File: src/rtl/regfile_arbiter_pkg.sv
// regfile_arbiter_pkg: shared types and sizes for the register-file arbiter.
// Holds the FSM state encoding and the register-file geometry.
package regfile_arbiter_pkg;

  localparam int DATA_W = 16;
  localparam int ADDR_W = 3;
  localparam int NREG   = 8;

  typedef enum logic [1:0] {
    IDLE,
    GNT_A,
    GNT_B,
    SCRUB
  } state_t;

endpackage

File: src/rtl/regfile_arbiter_rr_pick.sv
// rr_pick: two-way round-robin winner.
// last = 1 means B was served most recently, so A wins a tie.
module rr_pick (
  input  logic a_req,
  input  logic b_req,
  input  logic last,
  output logic pick_a,
  output logic pick_b
);

  always_comb begin
    pick_a = 1'b0;
    pick_b = 1'b0;
    unique case (1'b1)
      (a_req && b_req): begin
        pick_a = last;
        pick_b = !last;
      end
      (a_req && !b_req): pick_a = 1'b1;
      (!a_req && b_req): pick_b = 1'b1;
      default: ;
    endcase
  end

endmodule

File: src/rtl/regfile_arbiter.sv
// regfile_arbiter: two-requester register-file port arbiter with burst fairness.
// Optional 8-cycle register scrub built when REGFILE_ARBITER_SCRUB_EN is defined.
module regfile_arbiter
  import regfile_arbiter_pkg::*;
#(
  parameter int BURST_MAX = 4
) (
  input  logic              clk,
  input  logic              reset,
  input  logic              a_req,
  input  logic              b_req,
  input  logic              a_wr,
  input  logic              b_wr,
  input  logic [ADDR_W-1:0] a_dr,
  input  logic [ADDR_W-1:0] a_sr1,
  input  logic [ADDR_W-1:0] a_sr2,
  input  logic [ADDR_W-1:0] b_dr,
  input  logic [ADDR_W-1:0] b_sr1,
  input  logic [ADDR_W-1:0] b_sr2,
  input  logic [DATA_W-1:0] a_data,
  input  logic [DATA_W-1:0] b_data,
  input  logic              scrub_start,
  output logic              a_gnt,
  output logic              b_gnt,
  output logic [DATA_W-1:0] Buss,
  output logic [ADDR_W-1:0] DR,
  output logic [ADDR_W-1:0] SR1,
  output logic [ADDR_W-1:0] SR2,
  output logic              regWE,
  output logic              scrub_busy
);

  localparam int BW = (BURST_MAX > 1) ? $clog2(BURST_MAX) : 1;
  localparam logic [BW-1:0] BURST_LAST = BW'(BURST_MAX - 1);

  state_t        state;
  state_t        state_nx;
  logic          last;
  logic [BW-1:0] burst;
  logic          pick_a;
  logic          pick_b;
  logic          scrub_go;

  rr_pick u_pick (
    .a_req  (a_req),
    .b_req  (b_req),
    .last   (last),
    .pick_a (pick_a),
    .pick_b (pick_b)
  );

`ifdef REGFILE_ARBITER_SCRUB_EN
  localparam logic [ADDR_W-1:0] SCRUB_LAST = ADDR_W'(NREG - 1);

  logic              pending;
  logic              scrub_done;
  logic [ADDR_W-1:0] scrub_cnt;

  assign scrub_go   = pending;
  assign scrub_done = (scrub_cnt == SCRUB_LAST);

  // A pulse during a grant is parked until IDLE; extra pulses are absorbed.
  always_ff @(posedge clk) begin
    if (reset) begin
      pending   <= 1'b0;
      scrub_cnt <= '0;
    end else begin
      if (state == IDLE && state_nx == SCRUB)
        pending <= 1'b0;
      else if (scrub_start && state != SCRUB)
        pending <= 1'b1;
      if (state == SCRUB)
        scrub_cnt <= scrub_cnt + 1'b1;
      else
        scrub_cnt <= '0;
    end
  end
`else
  logic unused_scrub;

  assign unused_scrub = scrub_start;
  assign scrub_go     = 1'b0;
`endif

  always_comb begin
    state_nx = state;
    unique case (state)
      IDLE: begin
        if (scrub_go)
          state_nx = SCRUB;
        else if (pick_a)
          state_nx = GNT_A;
        else if (pick_b)
          state_nx = GNT_B;
      end
      GNT_A: begin
        if (!a_req)
          state_nx = b_req ? GNT_B : IDLE;
        else if (b_req && burst == BURST_LAST)
          state_nx = GNT_B;
      end
      GNT_B: begin
        if (!b_req)
          state_nx = a_req ? GNT_A : IDLE;
        else if (a_req && burst == BURST_LAST)
          state_nx = GNT_A;
      end
`ifdef REGFILE_ARBITER_SCRUB_EN
      SCRUB: begin
        if (scrub_done)
          state_nx = IDLE;
      end
`endif
      default: state_nx = IDLE;
    endcase
  end

  // Burst count saturates so a late waiter is served on the next edge.
  always_ff @(posedge clk) begin
    if (reset) begin
      state <= IDLE;
      last  <= 1'b1;
      burst <= '0;
    end else begin
      state <= state_nx;
      if (state_nx != state)
        burst <= '0;
      else if ((state == GNT_A || state == GNT_B) && burst != BURST_LAST)
        burst <= burst + BW'(1);
      if (state_nx != state && state_nx == GNT_A)
        last <= 1'b0;
      else if (state_nx != state && state_nx == GNT_B)
        last <= 1'b1;
    end
  end

  always_comb begin
    a_gnt      = 1'b0;
    b_gnt      = 1'b0;
    DR         = '0;
    SR1        = '0;
    SR2        = '0;
    Buss       = '0;
    regWE      = 1'b0;
    scrub_busy = 1'b0;
    if (!reset) begin
      unique case (state)
        GNT_A: begin
          a_gnt = 1'b1;
          DR    = a_dr;
          SR1   = a_sr1;
          SR2   = a_sr2;
          Buss  = a_data;
          regWE = a_req & a_wr;
        end
        GNT_B: begin
          b_gnt = 1'b1;
          DR    = b_dr;
          SR1   = b_sr1;
          SR2   = b_sr2;
          Buss  = b_data;
          regWE = b_req & b_wr;
        end
`ifdef REGFILE_ARBITER_SCRUB_EN
        SCRUB: begin
          DR         = scrub_cnt;
          regWE      = 1'b1;
          scrub_busy = 1'b1;
        end
`endif
        default: ;
      endcase
    end
  end

endmodule
File: config.mk
export PLATFORM = sky130hd
export DESIGN_NAME = regfile_arbiter
export DESIGN_NICKNAME = d
export VERILOG_FILES = /design/src/rtl/regfile_arbiter_pkg.sv /design/src/rtl/regfile_arbiter_rr_pick.sv /design/src/rtl/regfile_arbiter.sv
export SDC_FILE = /design/constraint.sdc
export NUM_CORES = 1
export LEC_CHECK = 0
export CAP_MARGIN = 10
export CORE_AREA = 2 2 55 57
export CTS_CLUSTER_DIAMETER = 60
export DETAILED_ROUTE_END_ITERATION = 10
export DIE_AREA = 0 0 57 59
export PLACE_DENSITY_LB_ADDON = 0.1
export SLEW_MARGIN = 30
export SYNTH_ARGS = -nofsm -noshare
export SYNTH_HDL_FRONTEND = slang
export SYNTH_SLANG_ARGS = --single-unit
File: constraint.sdc
create_clock -name clk -period 4.9 [get_ports clk]
set_clock_uncertainty 0.2 [all_clocks]
set_input_delay 0.98 -clock clk [delete_from_list [all_inputs] [get_ports clk]]
set_output_delay 0.98 -clock clk [all_outputs]
set_load 0.1 [all_outputs]
* Word level (Yosys, flattened, before mapping)
Cells that the tools add are included.
Word-level totals: flip-flop bits (word level) 5, bits of input ports 57, output and inout port bits 29
Operators by class: equal/unequal tests 7, reduce and logical (&&, ||, !) cells 15, bitwise gates (word level) 2, add/subtract/negate cells 1, mux-type cells 27
Operators with widths (count):
- 16-bit case mux with 2 select lines | 1
- 3-bit case mux with 2 select lines | 3
- 16-bit 2-to-1 mux | 1
- 2-bit 2-to-1 mux | 7
- 3-bit 2-to-1 mux | 3
- 1-bit logical AND | 8
- 1-bit 2-to-1 mux | 8
- 2-bit equality test (second input constant) | 3
- 1-bit case mux with 2 select lines | 3
- 2-bit case mux with 3 select lines | 1
- 2-bit by 1-bit equality test with 1-bit output (second input constant) | 2
- 1-bit zero test | 3
- 2-bit by 1-bit adder with 2-bit output (second input constant) | 1
- 1-bit AND | 2
- 2-bit zero test | 1
- 2-bit != test | 1
- 2-bit != test (second input constant) | 1
- 2-bit nonzero test | 1
- 2-bit OR reduction | 1
- 1-bit logical OR | 1

* Logic depth before layout (Yosys ltp)
depth after elaboration 10, gate-level depth with buffers 9, depth with buffers taken out 7

* Modules after synthesis
A second synthesis with hierarchy kept.
Unflattened totals: cells, all modules 127, area, all modules 835.8 µm²
Modules (own cells, without submodules):
- regfile_arbiter | cells each 124, seq. area each 100.1 µm², area each 817.0 µm², times used 1
- rr_pick | cells each 3, seq. area each 0.0 µm², area each 18.8 µm², times used 1

* Worst setup path before layout
Ideal clock, no wire load.
path kind input-to-output, from input reset, to output Buss[0], path slack 762 ps, cell stages on the path 5, buffers on the path 3, arrival time 2958 ps, cells stage by stage clkbuf_1 -> nand2b_1 -> clkbuf_1 -> clkbuf_1 -> nor2_1
On the way: longest elaborated chain between the ends 1
RTL lines:
- from (decl) | line regfile_arbiter.sv:9 | input logic reset,
- 16-bit 2-to-1 mux | line regfile_arbiter.sv:146 | if (!reset) begin
- to (decl) | line regfile_arbiter.sv:25 | output logic [DATA_W-1:0] Buss,
No other way between the ends.

* Worst setup path after layout
from input reset, to output regWE
On the way: longest elaborated chain between the ends 1
RTL lines:
- 1-bit 2-to-1 mux | line regfile_arbiter.sv:146
- to (decl) | line regfile_arbiter.sv:29 | output logic regWE,
No other way between the ends.

==> key figures <==
Critical path
  • Critical path fanouts, max: 26
  • Crit path launch: reset
  • Crit-path slowest cell: clkdlybuf4s50_1
  • RR Startpoint: state[1]
  • CP Capture Type: primary output
  • Crit path launch type: primary input
  • Worst r2r dst: burst[0]
  • Critical path class: primary input to primary output
  • R2r setup slk: around 2300 ps
  • Critical path data arrival time: 2600 ps
  • CP required: 3720 ps
  • Worst Setup EP: regWE
  • Max incr delay on CP: 560 ps
  • Worst reg2reg path depth: 6
  • Crit-path cells: clkdlybuf4s50_1, nand2b_2, a21oi_1, buf_4

Route
  • Vias: 1177
  • DRT Pass-1 Iters: 4
  • Iter 0 DRT Violations: 54
  • Antenna-violating nets left: 0
  • Total wire length: approximately 3300 µm
  • DRC viols: 0
  • Routed wire per std cell: ~15 µm
  • Via/cell ratio: ~5.2

Timing
  • Final worst slack: approximately 1100 ps
  • RSZ-0062 raised after global routing: no
  • Tmin final: about 3800 ps
  • Final Max Tran Viols: 0
  • Setup-failing EPs final: 0
  • Setup TNS: 0 ps
  • Max Fclk: around 260 MHz
  • Least-Margin Pin Slew: just under 600 ps
  • Final Cycle Share: between 70 and 80%
  • Hold Vio Cnt, Final: 0
  • Rel. slew slack: between 60 and 70%

Global routing
  • GRT Total Usage: between 10% and 20%
  • GRT Residual Overflow: 0
  • Initial antenna violation count: 0
  • Vias in the first global route: ~1.1k
  • Largest net degree at the start of global routing: 33
  • First-pass GRT wire length: ~5000 µm

CTS
  • Clock latency at the later pin of the worst-skew pair: 230 ps
  • Number of buffers created by CTS: 3
  • CTS tree: built
  • Cts-stage hold buffer count: 0
  • Clock sinks: 5
  • Post_cts resized: 0
  • Clock slew seen by the registers of the worst setup and hold paths: ~40 ps
  • Clk buf depth: 2
  • Root Driver: clkbuf_4
  • H-tree depth: 1
  • Post-CTS setup repair buffer count: 0

Final layout
  • Util after Layout: 58.6%
  • # nets final: 258
  • Antenna cell count: 0
  • Most common cell after layout, fill and taps aside: clkdlybuf4s50_1
  • Final non-filler cell total: roughly 230
  • Commonest cells after routing, fill and taps aside: 55 x clkdlybuf4s50_1, 29 x nor2_1, 28 x buf_4, 25 x a22oi_1
  • Share of cells above drive strength 1: between 20% and 30%
  • Layout overhead on the synthesized area: 93.4%

Die
  • Die area: between 0.003 and 0.004 mm²
  • Num ports: between 80 and 90
  • Die Y-Extent: about 59 µm
  • Core Rows: 19
  • Initial Util: 30.3%
  • DIE WIDTH: approximately 57 µm
  • Core area: 0.00271 mm²

Yosys
  • Post-synth cell types: 32
  • Area of the mapped netlist: around 800 µm²
  • Ys flop type: dfxtp_1
  • Largest cells by area after synthesis: a22oi_1 23%, nor2_1 13%, dfxtp_1 12%, ha_1 7.6%, a211oi_2 3.0%
  • Post-synth EDFFs: 0
  • Synth top area share: between 20% and 30%
  • Syn_nets: between 150 and 200
  • Post-Syn Instances: about 120
  • Number of synthesized register bits: 5
  • Fraction of registers with async set/reset: 0%
  • Synth Warn #: 0
  • Synth area leader: a22oi_1
  • Sequential-to-total area share from yosys stat: between 10% and 20%
  • Post-Syn Area per Cell: between 6 and 7 µm²

Worst hold path
  • Worst hold path type: register to register

Placed design
  • Setup WS pre-CTS: about 860 ps
  • Post-detail-place hpwl: between 2000 and 3000 µm
  • Port bufs: 83
  • GPL Wtd Cong: between 0.7 and 0.8
  • DP Cell Count: between 200 and 250

Run status
  • Status: finished, final reports clean

Power and ir drop
  • Pwr dens: 305 mW/mm²
  • Total Power: between 0.4 and 0.5 mW
  • Leak pwr: approximately 0.62 nW
  • Peak supply drop: ~230 µV

Run
  • Max Cap Violations: 0
[per-layer routing]
layer,GRT usage [%],part of all wire (%),up-vias
met4,3.99,0,0
met2,33.0,52,52
met3,3.28,9.2,0
met1,21.3,39,533
li1,-,-,592
met5,0,0,-
[worst max-delay path, delay by kind of cell]
kind / cells / cell delay [ps]
simple gates: 1 / 500
compound gates: 1 / 230
buf+inv: 2 / 880
[cells by family after synthesis]
| logic type | after synthesis | synth area share, % |
|---|---|---|
| AO/OA/AOI/OAI | 40 | 37.7 |
| XOR/XNOR | 1 | 1.07 |
| adder cells (fa/ha/maj) | 5 | 7.62 |
| buffers and inverters | 18 | 10.4 |
| flip-flops | 5 | 12.2 |
| multiplexers | 2 | 3.05 |
| other | 1 | 0.457 |
| AND/OR/NAND/NOR | 49 | 27.6 |
[cell usage after synthesis (all sizes together), types with 2 or more instances]
cell	count
nor2	29
a22oi	25
buf	7
clkbuf	6
a211oi	5
dfxtp	5
ha	5
inv	5
a21oi	4
nor2b	4
nor3	4
nand3b	3
and3	2
nand2	2
nand3	2
nor4	2
[state kept, by name, indices dropped and copies added (netlist names)]
register and flops:
burst 2, state 2, last 1
[where the power goes]
group / internal [mW] / switching (mW)
clock network: 0.0307 / 0.0149
registers: 0.0513 / 0.0171
logic: 0.131 / 0.239
total: 0.213 / 0.271
[cell type report]
class	count	area (µm²)
multi-input cells	98	643
well taps	31	38.8
repair buffers	83	761
fillers	276	1120
clock buffers	4	26.3
flip-flops and latches	5	100
inverters	5	18.8
[worst min-delay path by stage]
| stage | from | endpoint | slack, ps | depth (start not counted) |
|---|---|---|---|---|
| floorplan | burst[1] | burst[1] | 300 | 2 |
| global placement | burst[1] | burst[1] | 310 | 2 |
| detailed placement | burst[1] | burst[1] | 330 | 2 |
| CTS | burst[1] | burst[1] | 350 | 2 |
| global route | burst[1] | burst[1] | 380 | 2 |
| finish | burst[1] | burst[1] | 340 | 2 |
[stage by stage]
step	area, µm²	hold WS (ps)
detailed placement	1560	334
CTS	1590	345
global placement	1550	314
floorplan	821	299
finish	1590	341
global route	1590	379
(Power assumes the default switching activity.)
